## src/rtl/keypad_pkg.sv

```systemverilog
// keypad_pkg: shared constants and state type for the 4x4 keypad scanner.
// Optional auto-repeat is enabled by defining KEYPAD_REPEAT_EN.
package keypad_pkg;

  localparam int NUM_ROWS   = 4;
  localparam int NUM_COLS   = 4;
  localparam int KEY_CODE_W = 4;
  localparam int COL_W      = $clog2(NUM_COLS);
  localparam int ROW_W      = $clog2(NUM_ROWS);

  // Active-low strobe pattern for column 0
  localparam logic [NUM_COLS-1:0] COL0_STROBE = 4'b1110;

  typedef enum logic [1:0] {
    IDLE,
    DEBOUNCE,
    PRESSED,
    RELEASE
  } state_t;

endpackage

```

## src/rtl/keypad_scan_timer.sv

```systemverilog
// keypad_scan_timer: slot/column counters, column strobe decode and
// the sample / frame-end / frame-start pulses for the keypad scan.
module keypad_scan_timer
  import keypad_pkg::*;
#(
  parameter int SCAN_DIV = 1000
) (
  input  logic                i_clk,
  input  logic                i_rst,
  output logic [COL_W-1:0]    o_col_idx,
  output logic [NUM_COLS-1:0] o_key_col,
  output logic                o_sample,
  output logic                o_frame_end,
  output logic                o_frame_start
);

  localparam int SLOT_W = $clog2(SCAN_DIV);

  logic [SLOT_W-1:0] r_slot;
  logic [COL_W-1:0]  r_col;
  logic              w_slot_last;

  assign w_slot_last = (r_slot == SLOT_W'(SCAN_DIV - 1));

  // Slot counter wraps every SCAN_DIV cycles and steps the column
  always_ff @(posedge i_clk or posedge i_rst) begin
    if (i_rst) begin
      r_slot <= '0;
      r_col  <= '0;
    end else if (w_slot_last) begin
      r_slot <= '0;
      r_col  <= r_col + COL_W'(1);
    end else begin
      r_slot <= r_slot + SLOT_W'(1);
    end
  end

  assign o_col_idx     = r_col;
  assign o_key_col     = ~((~COL0_STROBE) << r_col);
  assign o_sample      = w_slot_last;
  assign o_frame_end   = w_slot_last
                       && (r_col == COL_W'(NUM_COLS - 1));
  assign o_frame_start = (r_slot == '0) && (r_col == '0);

endmodule

```

## src/rtl/keypad_scanner.sv

```systemverilog
// keypad_scanner: scans a 4x4 active-low keypad, debounces per frame
// and reports one key at a time. Define KEYPAD_REPEAT_EN for auto-repeat.
module keypad_scanner
  import keypad_pkg::*;
#(
  parameter int SCAN_DIV        = 1000,
  parameter int DEBOUNCE_FRAMES = 4,
  parameter int REPEAT_DELAY    = 150,
  parameter int REPEAT_RATE     = 25
) (
  input  logic                  CLK,
  input  logic                  RST,
  input  logic [NUM_ROWS-1:0]   KEY_ROW,
  output logic [NUM_COLS-1:0]   KEY_COL,
  output logic [KEY_CODE_W-1:0] KEY_CODE,
  output logic                  KEY_VALID,
  output logic                  KEY_HELD
);

  localparam int CNT_W = $clog2(DEBOUNCE_FRAMES + 1);

  logic [COL_W-1:0]      w_col;
  logic                  w_sample;
  logic                  w_frame_end;
  logic                  w_frame_start;

  logic [NUM_ROWS-1:0]   r_row_s1;
  logic [NUM_ROWS-1:0]   r_row_s2;
  logic [NUM_ROWS-1:0]   w_hits;
  logic [ROW_W-1:0]      w_row_idx;
  logic                  w_row_any;
  logic [KEY_CODE_W-1:0] w_hit_code;
  logic                  w_cand_now;

  logic                  r_frame_hit;
  logic [KEY_CODE_W-1:0] r_frame_code;
  logic                  r_cand_seen;
  logic                  w_frame_hit;
  logic [KEY_CODE_W-1:0] w_frame_code;
  logic                  w_cand_seen;

  state_t                r_state;
  logic [CNT_W-1:0]      r_cnt;
  logic [KEY_CODE_W-1:0] r_cand;
  logic                  w_cnt_last;

  keypad_scan_timer #(
    .SCAN_DIV (SCAN_DIV)
  ) u_timer (
    .i_clk         (CLK),
    .i_rst         (RST),
    .o_col_idx     (w_col),
    .o_key_col     (KEY_COL),
    .o_sample      (w_sample),
    .o_frame_end   (w_frame_end),
    .o_frame_start (w_frame_start)
  );

  // Two-flop synchronizer for the asynchronous row lines
  always_ff @(posedge CLK or posedge RST) begin
    if (RST) begin
      r_row_s1 <= '1;
      r_row_s2 <= '1;
    end else begin
      r_row_s1 <= KEY_ROW;
      r_row_s2 <= r_row_s1;
    end
  end

  assign w_hits    = ~r_row_s2;
  assign w_row_any = |w_hits;

  // Lowest pressed row in the column being sampled
  always_comb begin
    w_row_idx = '0;
    for (int r = NUM_ROWS - 1; r >= 0; r--) begin
      if (w_hits[r]) w_row_idx = ROW_W'(r);
    end
  end

  assign w_hit_code = {w_row_idx, w_col};
  assign w_cand_now = (w_col == r_cand[COL_W-1:0])
                    && w_hits[r_cand[KEY_CODE_W-1:COL_W]];

  // Frame view including the sample taken on this cycle
  assign w_frame_hit  = r_frame_hit | (w_sample & w_row_any);
  assign w_frame_code = r_frame_hit ? r_frame_code : w_hit_code;
  assign w_cand_seen  = r_cand_seen | (w_sample & w_cand_now);

  // Per-frame accumulation, cleared at the start of each frame
  always_ff @(posedge CLK or posedge RST) begin
    if (RST) begin
      r_frame_hit  <= 1'b0;
      r_frame_code <= '0;
      r_cand_seen  <= 1'b0;
    end else if (w_frame_start) begin
      r_frame_hit  <= 1'b0;
      r_frame_code <= '0;
      r_cand_seen  <= 1'b0;
    end else if (w_sample) begin
      r_frame_hit  <= w_frame_hit;
      r_frame_code <= w_frame_code;
      r_cand_seen  <= w_cand_seen;
    end
  end

  assign w_cnt_last = (r_cnt == CNT_W'(DEBOUNCE_FRAMES - 1));

`ifdef KEYPAD_REPEAT_EN
  localparam int RPT_MAX = (REPEAT_DELAY > REPEAT_RATE)
                         ? REPEAT_DELAY : REPEAT_RATE;
  localparam int RPT_W   = $clog2(RPT_MAX + 1);

  logic [RPT_W-1:0] r_rpt;
  logic             r_rpt_armed;
  logic [RPT_W-1:0] w_rpt_next;
  logic             w_rpt_fire;

  assign w_rpt_next = r_rpt + RPT_W'(1);
  assign w_rpt_fire =
    (!r_rpt_armed && (w_rpt_next == RPT_W'(REPEAT_DELAY)))
    || (r_rpt_armed && (w_rpt_next == RPT_W'(REPEAT_RATE)));
`else
  logic w_unused_rpt;
  assign w_unused_rpt = ^{32'(REPEAT_DELAY), 32'(REPEAT_RATE)};
`endif

  // Debounce/press FSM, stepped once per frame end
  always_ff @(posedge CLK or posedge RST) begin
    if (RST) begin
      r_state   <= IDLE;
      r_cnt     <= '0;
      r_cand    <= '0;
      KEY_CODE  <= '0;
      KEY_VALID <= 1'b0;
      KEY_HELD  <= 1'b0;
`ifdef KEYPAD_REPEAT_EN
      r_rpt       <= '0;
      r_rpt_armed <= 1'b0;
`endif
    end else begin
      KEY_VALID <= 1'b0;
      if (w_frame_end) begin
        unique case (r_state)
          IDLE: begin
            if (w_frame_hit) begin
              r_cand <= w_frame_code;
              if (DEBOUNCE_FRAMES == 1) begin
                KEY_CODE  <= w_frame_code;
                KEY_VALID <= 1'b1;
                KEY_HELD  <= 1'b1;
                r_cnt     <= '0;
                r_state   <= PRESSED;
`ifdef KEYPAD_REPEAT_EN
                r_rpt       <= '0;
                r_rpt_armed <= 1'b0;
`endif
              end else begin
                r_cnt   <= CNT_W'(1);
                r_state <= DEBOUNCE;
              end
            end
          end
          DEBOUNCE: begin
            if (!w_cand_seen) begin
              r_cnt   <= '0;
              r_state <= IDLE;
            end else if (w_cnt_last) begin
              KEY_CODE  <= r_cand;
              KEY_VALID <= 1'b1;
              KEY_HELD  <= 1'b1;
              r_cnt     <= '0;
              r_state   <= PRESSED;
`ifdef KEYPAD_REPEAT_EN
              r_rpt       <= '0;
              r_rpt_armed <= 1'b0;
`endif
            end else begin
              r_cnt <= r_cnt + CNT_W'(1);
            end
          end
          PRESSED: begin
            if (!w_cand_seen) begin
              if (DEBOUNCE_FRAMES == 1) begin
                KEY_HELD <= 1'b0;
                r_cnt    <= '0;
                r_state  <= IDLE;
              end else begin
                r_cnt   <= CNT_W'(1);
                r_state <= RELEASE;
              end
            end
`ifdef KEYPAD_REPEAT_EN
            else if (w_rpt_fire) begin
              KEY_VALID   <= 1'b1;
              r_rpt       <= '0;
              r_rpt_armed <= 1'b1;
            end else begin
              r_rpt <= w_rpt_next;
            end
`endif
          end
          RELEASE: begin
            if (w_cand_seen) begin
              r_state <= PRESSED;
            end else if (w_cnt_last) begin
              KEY_HELD <= 1'b0;
              r_cnt    <= '0;
              r_state  <= IDLE;
            end else begin
              r_cnt <= r_cnt + CNT_W'(1);
            end
          end
          default: r_state <= IDLE;
        endcase
      end
    end
  end

endmodule

```

## config.mk

```make
export PLATFORM = sky130hd
export DESIGN_NAME = keypad_scanner
export DESIGN_NICKNAME = d
export VERILOG_FILES = /design/src/rtl/keypad_pkg.sv /design/src/rtl/keypad_scan_timer.sv /design/src/rtl/keypad_scanner.sv
export SDC_FILE = /design/constraint.sdc
export NUM_CORES = 1
export LEC_CHECK = 0
export ABC_AREA = 1
export BUFFER_PORTS_ARGS = -buffer_cell sky130_fd_sc_hd__buf_2
export CAP_MARGIN = 25
export CORE_MARGIN = 10
export CORE_UTILIZATION = 35
export DETAILED_ROUTE_END_ITERATION = 12
export HOLD_SLACK_MARGIN = 0.15
export MAX_ROUTING_LAYER = met4
export PLACE_DENSITY_LB_ADDON = 0.2
export SKIP_LAST_GASP = 1
export SLEW_MARGIN = 10
export SYNTH_ARGS = -nofsm -noshare
export SYNTH_HDL_FRONTEND = slang
export SYNTH_SLANG_ARGS = --single-unit
```

## constraint.sdc

```tcl
create_clock -name CLK -period 2.1 [get_ports CLK]
set_input_delay 0 -clock CLK [delete_from_list [all_inputs] [get_ports CLK]]
set_output_delay 0 -clock CLK [all_outputs]
set_load 0.02 [all_outputs]
```

==> results of run 1 <==
## layout make-up
| type | instances | share of cell area |
|---|---|---|
| clock buffer | 6 | 0.0355 |
| timing repair buffer | 21 | 0.0571 |
| sequential | 41 | 0.446 |
| multi-input combinational | 144 | 0.347 |
| tap | 72 | 0.0388 |
| inverter | 42 | 0.0700 |
| clock inverter | 2 | 0.00592 |
## cells in the mapped netlist (3+ instances only)
cell,n
nand4_1,3
nand2_1,43
nor3_1,5
dfrtp_1,33
xnor2_1,3
inv_1,38
dfstp_2,8
xor2_1,3
ha_1,7
o21ai_0,17
nor2_1,20
nand3_1,20
a21oi_1,8
## cell families (layout without fill, tap and decap cells)
| group | Yosys count | in the layout | synth area share |
|---|---|---|---|
| XOR/XNOR | 6 | 6 | 0.0261 |
| buffers and inverters | 44 | 71 | 0.0845 |
| AND/OR/NAND/NOR | 101 | 101 | 0.247 |
| flip-flops | 41 | 41 | 0.515 |
| AO/OA/AOI/OAI | 30 | 30 | 0.0845 |
| adder cells (fa/ha/maj) | 7 | 7 | 0.0435 |
## per-stage QoR
step / power, W / hold slack (ps)
floorplan: 0.000841 / 4.48
global placement: 0.000854 / 106
detailed placement: 0.000854 / 106
CTS: 0.00142 / 334
global route: 0.00145 / 336
finish: 0.00139 / 349
## path summary, 6_finish.rpt
check                           depth (start not counted)               to               from  slack [ps]
min in group asynchronous                               4  r_frame_code[3]                RST         380
worst min-delay path                                    2      r_row_s1[0]         KEY_ROW[0]         350
worst max-delay path                                   12         r_cnt[0]  u_timer.r_slot[0]         240
max in group asynchronous                               4      r_row_s2[2]                RST        1350
worst max register to register                         12         r_cnt[0]  u_timer.r_slot[0]         240
worst min register to register                          0      r_row_s2[0]        r_row_s1[0]         360
## sequential cells by signal, summed over array words and instances, names as in the netlist, 2 cells and up, named ones only
signal / flops
r_cand: 4
r_row_s1: 4
r_cnt: 3
u_timer.r_slot: 10
r_row_s2: 4
KEY_CODE: 4
u_timer.o_col_idx: 2
r_frame_code: 4
## critical path: stages, from the launching register on
cell     delay [ps]
dfrtp_1         400
ha_1            240
nand3_1         140
nor2_4           50
nand2_4         160
inv_4            90
nand2_4         110
nand2_8          70
nand2_1          60
nand2_1          70
nor2_1          230
nor2_1           60
a21oi_1         110
## power by group through the flow
stage / combinational (W) / sequential (W) / clock [W]
after global routing: 0.0000444 / 0.000808 / 0.000602
final: 0.0000380 / 0.000807 / 0.000544
after detailed placement: 0.0000326 / 0.000822 / 0
after CTS: 0.0000395 / 0.000807 / 0.000571
after floorplan: 0.0000197 / 0.000821 / 0
after global placement: 0.0000325 / 0.000822 / 0
## metal layers
layer  global-route usage  share of wire
met5                    -              0
met4               0.0442          0.014
met3               0.0272          0.046
met2                0.143           0.43
met1                0.118           0.51
==> results_dict.tcl, run 1 <==
set metrics [dict create \
    status "completed" \
    post_drt_wl_per_cell_um 11.4 \
    yosysTopAreaCell "dfrtp_1" \
    worstMarginPinSlew_ps 531 \
    die_height_um 95.8 \
    setup-violations-final 0 \
    final_cell_mix "nand2_1 (43), inv_1 (38), dfrtp_1 (33)" \
    synth_warnings 0 \
    die-area_um2 9190 \
    grtUsageTotal 0.0959 \
    cts_root_buf "clkbuf_8" \
    synth_top_area_share 0.410 \
    synth.ff_latch_count 41 \
    viasPerCell 4.47 \
    first_pass_iters 4 \
    ios 16 \
    maxCapViolations 0 \
    syn_area_per_cell_um2 8.79 \
    syn_nets 242 \
    crit_type "reg -> reg" \
    p_switching_w 0.000305 \
    synth_edf_count 0 \
    switching_share 0.219 \
    clk_path_buf_depth 2 \
    p_comb_frac 0.027 \
    final_common_cell "nand2_1" \
    fin_tns_setup_ps 0 \
    leakage_nw 1.16 \
    dpl-instance-area_um2 2180 \
    drt_wl_total_mm 3.73 \
    via_count 1465 \
    rows 27 \
    cts_tree "done" \
    dp_cells 315 \
    drc_errors 0 \
    gp_congestion 0.774 \
    antenna_found_initial 0 \
    portBuffers 15 \
    grt_max_degree 42 \
    fmax_ghz 0.537 \
    initial_core_util 0.363 \
    core-area_um2 5540 \
    cts_num_sinks 41 \
    fin_skew_ps 10.6 \
    area_growth_pct 15.5 \
    crit_arrival_ps 2090 \
    cts-htree-levels 2 \
    finalNonFillerCells 328 \
    fin_area_um2 2320 \
    p_per_area_nw_per_um2 597 \
    intPower_w 0.00108 \
    crit_fanout 15 \
    clkLatencyLatePin_ps 290 \
    place_hpwl_mm 2.69 \
    netlist_area_um2 2010 \
    period_minus_slack_ps 1860 \
    pwr-share-seq 0.581 \
    grt-ovfl-total 0 \
    synthCells 229 \
    rsz0062_at_grt "false" \
    min_period_over_period 0.887 \
    die_w_um 95.8 \
    finalWorstSetupSlack_ps 237 \
    crit_path_start_kind "register" \
    layout-drive-gt1-share 0.176 \
    synth_seq_area_share 0.515 \
    hold_path_class "in -> reg" \
    worstPathRequired_ps 2320 \
    p_clk_frac 0.392 \
    final_net_count 268 \
    slew_viol_final 0 \
    synthArstFlopShare 1.00 \
    multiInputGateArea_um2 807 \
    postCtsHoldBufs 5 \
    grt_pass1_vias 1514 \
    hold_violations 0 \
    seqCellArea_um2 1040 \
    n_antenna_cell 0 \
    grt_pass1_wl_mm 6.73 \
    numCtsBuffers 5 \
    end_kind "register" \
    synth_flop_cell "dfrtp_1" \
    postCtsSetupBuffers 0 \
    clkTransAtPathRegs_ps 80 \
    place_ws_ps 236 \
    first_iter_violations 71 \
    slew-limit-headroom 0.646 \
    cts-resized-gates 0 \
    synth.distinct_cells 28 \
    fill_cells 559 \
    worst_ir_drop_vdd_v 0.000417 \
    synth_area_leaders "dfrtp_1 (41%), dfstp_2 (10%), nand2_1 (8.0%)" \
    fin_util 0.420 \
    detail-route-antenna-nets 0 \
]
(Power assumes the default switching activity.)
==> inputs of run 2 (changes only) <==
--- a/config.mk
+++ b/config.mk
@@ -5,7 +5,7 @@
 export SDC_FILE = /design/constraint.sdc
 export NUM_CORES = 1
 export LEC_CHECK = 0
-export ABC_AREA = 1
+export ABC_AREA = 0
 export BUFFER_PORTS_ARGS = -buffer_cell sky130_fd_sc_hd__buf_2
 export CAP_MARGIN = 25
 export CORE_MARGIN = 10
==> results_dict.tcl, run 2 <==
set metrics [dict create \
    clk_path_buf_depth 2 \
    first_pass_iters 5 \
    maxCapViolations 0 \
    synth_area_leaders "dfrtp_1 (42%), dfstp_2 (11%), ha_1 (4.5%)" \
    synthAdderAreaFrac 0.0502 \
    hold_ws_ps 346 \
    first_iter_violations 63 \
    layout-drive-gt1-share 0.274 \
    fill_cells 517 \
    grtUsageTotal 0.0968 \
    synth.area.mux_share 0.0630 \
    post_drt_wl_per_cell_um 13.4 \
    finalNonFillerCells 287 \
    slew_viol_final 0 \
    largest_reg_flops 10 \
    grt_max_degree 42 \
    numCtsBuffers 5 \
    detail-route-antenna-nets 0 \
    r2r_start "r_cand[2]" \
    synth_edf_count 0 \
    seqCellArea_um2 1040 \
    synth_flop_cell "dfrtp_1" \
    crit_arrival_ps 2170 \
    synthTopCellsByCount "dfrtp_1 (33), nand2_1 (18), inv_1 (14)" \
    end_kind "register" \
    period_minus_slack_ps 1990 \
    cts_tree "done" \
    synthCells 178 \
    synth_most_common_cell "dfrtp_1" \
    synth_top_area_share 0.424 \
    antenna_found_initial 0 \
    leakage_nw 1.13 \
    holdPathEnd "r_row_s1[3]" \
    r2r_end "KEY_CODE[1]" \
    regMostFlops "u_timer.r_slot" \
    viasPerCell 4.90 \
    synth-compound-area-share 0.111 \
    gr-usage-met3 0.0341 \
    p_per_area_nw_per_um2 629 \
    power.total_w 0.00150 \
    synth_seq_area_share 0.532 \
    yosysTopAreaCell "dfrtp_1" \
    clkLatencyLatePin_ps 290 \
    drc_errors 0 \
    die_height_um 94.6 \
    min_period_over_period 0.945 \
    netlist_area_um2 1950 \
    yosys.area_share.simple 0.165 \
    whs_path_depth 2 \
    syn_nets 191 \
    cts_num_sinks 41 \
    grt_busiest_layer "met2" \
    gr-usage-met1 0.122 \
    hold_path_class "in -> reg" \
    status "completed" \
    synthArstFlopShare 1.00 \
    setup-violations-final 0 \
    fin_area_um2 2390 \
    dpl-instance-area_um2 2160 \
    portBuffers 15 \
    area_growth_pct 22.8 \
    worstPathRequired_ps 2280 \
    grt_pass1_vias 1406 \
    multiInputGateArea_um2 850 \
    place_hpwl_mm 2.74 \
    crit_type "reg -> reg" \
    final_cell_mix "dfrtp_1 (33), nand2_1 (17), buf_2 (15)" \
    drt_wl_total_mm 3.84 \
    via_count 1405 \
    cts-htree-levels 2 \
    die-area_um2 8940 \
    final_common_cell "dfrtp_1" \
    slew-limit-headroom 0.570 \
    dp_cells 268 \
    core-area_um2 5440 \
    clkTransAtPathRegs_ps 80 \
    rows 27 \
    die_w_um 94.6 \
    synth_xor_area_frac 0.0405 \
    final_net_count 227 \
    crit_path_start_kind "register" \
    n_antenna_cell 0 \
    worst_ir_drop_vdd_v 0.000319 \
    grtUsageMet2 0.143 \
    hold_violations 0 \
    synth_top_family_by_area "simple AND/OR/NAND/NOR gates" \
    grt-ovfl-total 0 \
    hold_path.startpoint "KEY_ROW[3]" \
    synth.distinct_cells 44 \
    synth_warnings 0 \
    ff2ff_setup_slack_ps 110 \
    initial_core_util 0.358 \
    crit_fanout 4 \
    ios 16 \
    fin_skew_ps 7.28 \
    syn_area_per_cell_um2 10.9 \
    grt_pass1_wl_mm 6.76 \
    rsz0062_at_grt "true" \
    synth.ff_latch_count 41 \
    worstMarginPinSlew_ps 637 \
    rr_worst_depth 6 \
    cts_root_buf "clkbuf_8" \
    gp_congestion 0.814 \
    fmax_ghz 0.504 \
]
## run 2: cell count changes in the layout (fill, tap and decap cells not counted), moves of 4 or more
| cell | previous run | this run |
|---|---|---|
| nor2b_1 | 0 | 4 |
| mux2_2 | 0 | 4 |
| nor2_1 | 20 | 13 |
| o21ai_0 | 17 | 9 |
| inv_1 | 38 | 14 |
| nand2_1 | 43 | 17 |
| a21oi_1 | 8 | 3 |
| buf_4 | 1 | 14 |
| nand3_1 | 20 | 5 |
## run 2: worst max path at each step
stage | from | end | slack, ps
6_report | r_cand[2] | KEY_CODE[1] | 110
5_1_grt | r_cand[2] | KEY_CODE[2] | -4
4_1_cts | r_cand[2] | KEY_CODE[3] | 60
3_5_place_dp | r_cand[2] | KEY_CODE[3] | 6
3_3_place_gp | r_cand[2] | KEY_CODE[2] | 50
2_1_floorplan | r_cand[2] | KEY_CODE[0] | 80
## run 2: power breakdown
| part | internal, W | switching [W] | leakage (nW) |
|---|---|---|---|
| clock network | 0.000386 | 0.000273 | 0.0574 |
| registers | 0.000803 | 0.00000526 | 0.531 |
| logic | 0.0000155 | 0.0000211 | 0.542 |
| total | 0.00120 | 0.000299 | 1.13 |
## run 2: layout make-up
class / instances / share of cell area
Tap cell: 72 / 0.0377
Multi-Input combinational cell: 117 / 0.355
Clock inverter: 2 / 0.0157
Sequential cell: 41 / 0.434
Clock buffer: 6 / 0.0346
Timing Repair Buffer: 35 / 0.101
Inverter: 14 / 0.0220
## run 2: worst max-delay path, cell delays in order, from the launching register on
cell,delay [ps]
dfrtp_1,390
mux4_2,540
nor3_4,230
a21oi_2,100
nor4_4,130
buf_4,170
mux2_1,320
## run 2: timing repair
action,CTS,global route
pin swaps,1,3
endpoints found under the hold margin,37,0
buffers inserted,0,6
setup endpoints to repair,1,8
hold buffers,5,0
resized for setup,0,5
## run 2: layer usage
metal | wire length, um | vias up
met2 | 1710 | 35
li1 | - | 690
met3 | 194 | 6
met1 | 1890 | 674
met5 | 0 | -
met4 | 40 | 0
## run 2: cells by family after synthesis
| group | after synthesis |
|---|---|
| multiplexers | 10 |
| flip-flops | 41 |
| adder cells (fa/ha/maj) | 8 |
| buffers and inverters | 20 |
| AND/OR/NAND/NOR | 59 |
| XOR/XNOR | 9 |
| AO/OA/AOI/OAI | 31 |
## run 2: through the flow
stage          setup TNS (ps)  worst slack (ps)   util
5_1_grt                 -8.17             -3.64  0.439
2_1_floorplan               0              79.3      -
3_5_place_dp                0              6.16  0.396
6_report                    0               115  0.439
4_1_cts                     0              64.9  0.428
3_3_place_gp                0              51.5  0.396
==> inputs of run 3 (changes only) <==
--- a/config.mk
+++ b/config.mk
@@ -8,8 +8,10 @@
 export ABC_AREA = 0
 export BUFFER_PORTS_ARGS = -buffer_cell sky130_fd_sc_hd__buf_2
 export CAP_MARGIN = 25
+export CORE_ASPECT_RATIO = 0.7
 export CORE_MARGIN = 10
 export CORE_UTILIZATION = 35
+export CTS_BUF_LIST = sky130_fd_sc_hd__clkbuf_4 sky130_fd_sc_hd__clkbuf_8
 export DETAILED_ROUTE_END_ITERATION = 12
 export HOLD_SLACK_MARGIN = 0.15
 export MAX_ROUTING_LAYER = met4
==> constraint.sdc (replaced) <==
create_clock -name CLK -period 2.5 [get_ports CLK]
set_input_delay 0 -clock CLK [delete_from_list [all_inputs] [get_ports CLK]]
set_output_delay 0 -clock CLK [all_outputs]
set_load 0.02 [all_outputs]
==> results_dict.tcl, run 3 (synthesis results as in run 2) <==
set metrics [dict create \
    final_net_count 217 \
    die_height_um 82.4 \
    fill_cells 508 \
    first_pass_iters 4 \
    drt_wl_total_mm 3.64 \
    end_kind "register" \
    die_w_um 109 \
    min_period_over_period 0.906 \
    cts-resized-gates 0 \
    status "completed" \
    post_drt_wl_per_cell_um 13.1 \
    hold_path_class "in -> reg" \
    dpl-instance-area_um2 2130 \
    initial_core_util 0.366 \
    postCtsHoldBufs 5 \
    grt_pass1_vias 1360 \
    first_iter_violations 66 \
    final_common_cell "dfrtp_1" \
    place_hpwl_mm 2.63 \
    seqCellArea_um2 1040 \
    crit_type "reg -> reg" \
    fin_area_um2 2270 \
    clk_path_buf_depth 2 \
    place_ws_ps 248 \
    grtUsageTotal 0.0892 \
    slew_viol_final 0 \
    worst_ir_drop_vdd_v 0.000251 \
    cts_num_sinks 41 \
    cts-htree-levels 2 \
    power.total_w 0.00114 \
    hold_ws_ps 344 \
    fmax_ghz 0.442 \
    postCtsSetupBuffers 0 \
    hold_violations 0 \
    final_cell_mix "dfrtp_1 (33), nand2_1 (18), buf_2 (15)" \
    rsz0062_at_grt "false" \
    cts_tree "done" \
    maxCapViolations 0 \
    fin_tns_setup_ps 0 \
    rr_worst_depth 5 \
    clkTransAtPathRegs_ps 80 \
    portBuffers 15 \
    clkLatencyLatePin_ps 290 \
    antenna_found_initial 0 \
    die-area_um2 8990 \
    n_antenna_cell 0 \
    regMostFlops "u_timer.r_slot" \
    viasPerCell 4.84 \
    worstPathRequired_ps 2670 \
    setup-violations-final 0 \
    whs_path_depth 2 \
    area_growth_pct 16.5 \
    period_minus_slack_ps 2260 \
    grt_pass1_wl_mm 6.22 \
    crit_fanout 8 \
    multiInputGateArea_um2 835 \
    largest_reg_flops 10 \
    p_per_area_nw_per_um2 502 \
    grt-ovfl-total 0 \
    crit_arrival_ps 2440 \
    grt_max_degree 42 \
    via_count 1340 \
    layout-drive-gt1-share 0.224 \
    rows 22 \
    ios 16 \
    finalWorstSetupSlack_ps 235 \
    crit_path_start_kind "register" \
    fin_skew_ps 5.76 \
    gp_congestion 0.819 \
    leakage_nw 1.06 \
    core-area_um2 5310 \
    cts_root_buf "clkbuf_8" \
    numCtsBuffers 5 \
    slew-limit-headroom 0.527 \
    detail-route-antenna-nets 0 \
    drc_errors 0 \
    worstMarginPinSlew_ps 701 \
]
## run 3: cell types whose count changed in the layout (fill, tap and decap cells not counted), sizes merged
cell / change
bufinv: -1
clkbuf: -1
clkinvlp: +2
buf: -10
## run 3: cell type report
class                   instances  share of cell area
flip-flops and latches         41               0.457
multi-input cells             117               0.368
repair buffers                 25              0.0717
well taps                      72              0.0397
clock buffers                   5              0.0304
inverters                      14              0.0232
clock inverters                 3             0.00993
## run 3: worst paths after layout
check	from	to	slack [ps]
setup reg to reg	r_cand[2]	KEY_CODE[0]	240
max in group asynchronous	RST	r_row_s2[1]	1770
setup / recovery	r_cand[2]	KEY_CODE[0]	240
hold reg to reg	r_row_s1[1]	r_row_s2[1]	360
hold / removal	KEY_ROW[2]	r_row_s1[2]	340
min in group asynchronous	RST	r_cand[2]	370
## run 3: report_power, final
part / internal (W) / switching [W] / total, W / leakage (nW)
clock: 0.000196 / 0.000233 / 0.000429 / 0.0364
sequential: 0.000675 / 0.00000399 / 0.000679 / 0.531
combinational: 0.0000124 / 0.0000177 / 0.0000301 / 0.490
## run 3: per-stage QoR
step | util | std cells
global placement | 0.400 | 264
finish | 0.427 | 277
floorplan | - | 178
CTS | 0.427 | 277
global route | 0.427 | 277
detailed placement | 0.400 | 264
## run 3: worst max-delay path: stages, from the launching register on
cell and delay [ps]:
dfrtp_1 390, mux4_2 540, nor3_2 250, a21oi_2 180
nor4_4 420, mux2_1 360
## run 3: routing by layer
layer  GRT usage  vias up  routed length [um]
met3      0.0278        5                 166
met1       0.125      638                2040
met2       0.117       26                1390
met4      0.0315        0                  44
li1            -      671                   -
met5           -        -                   0
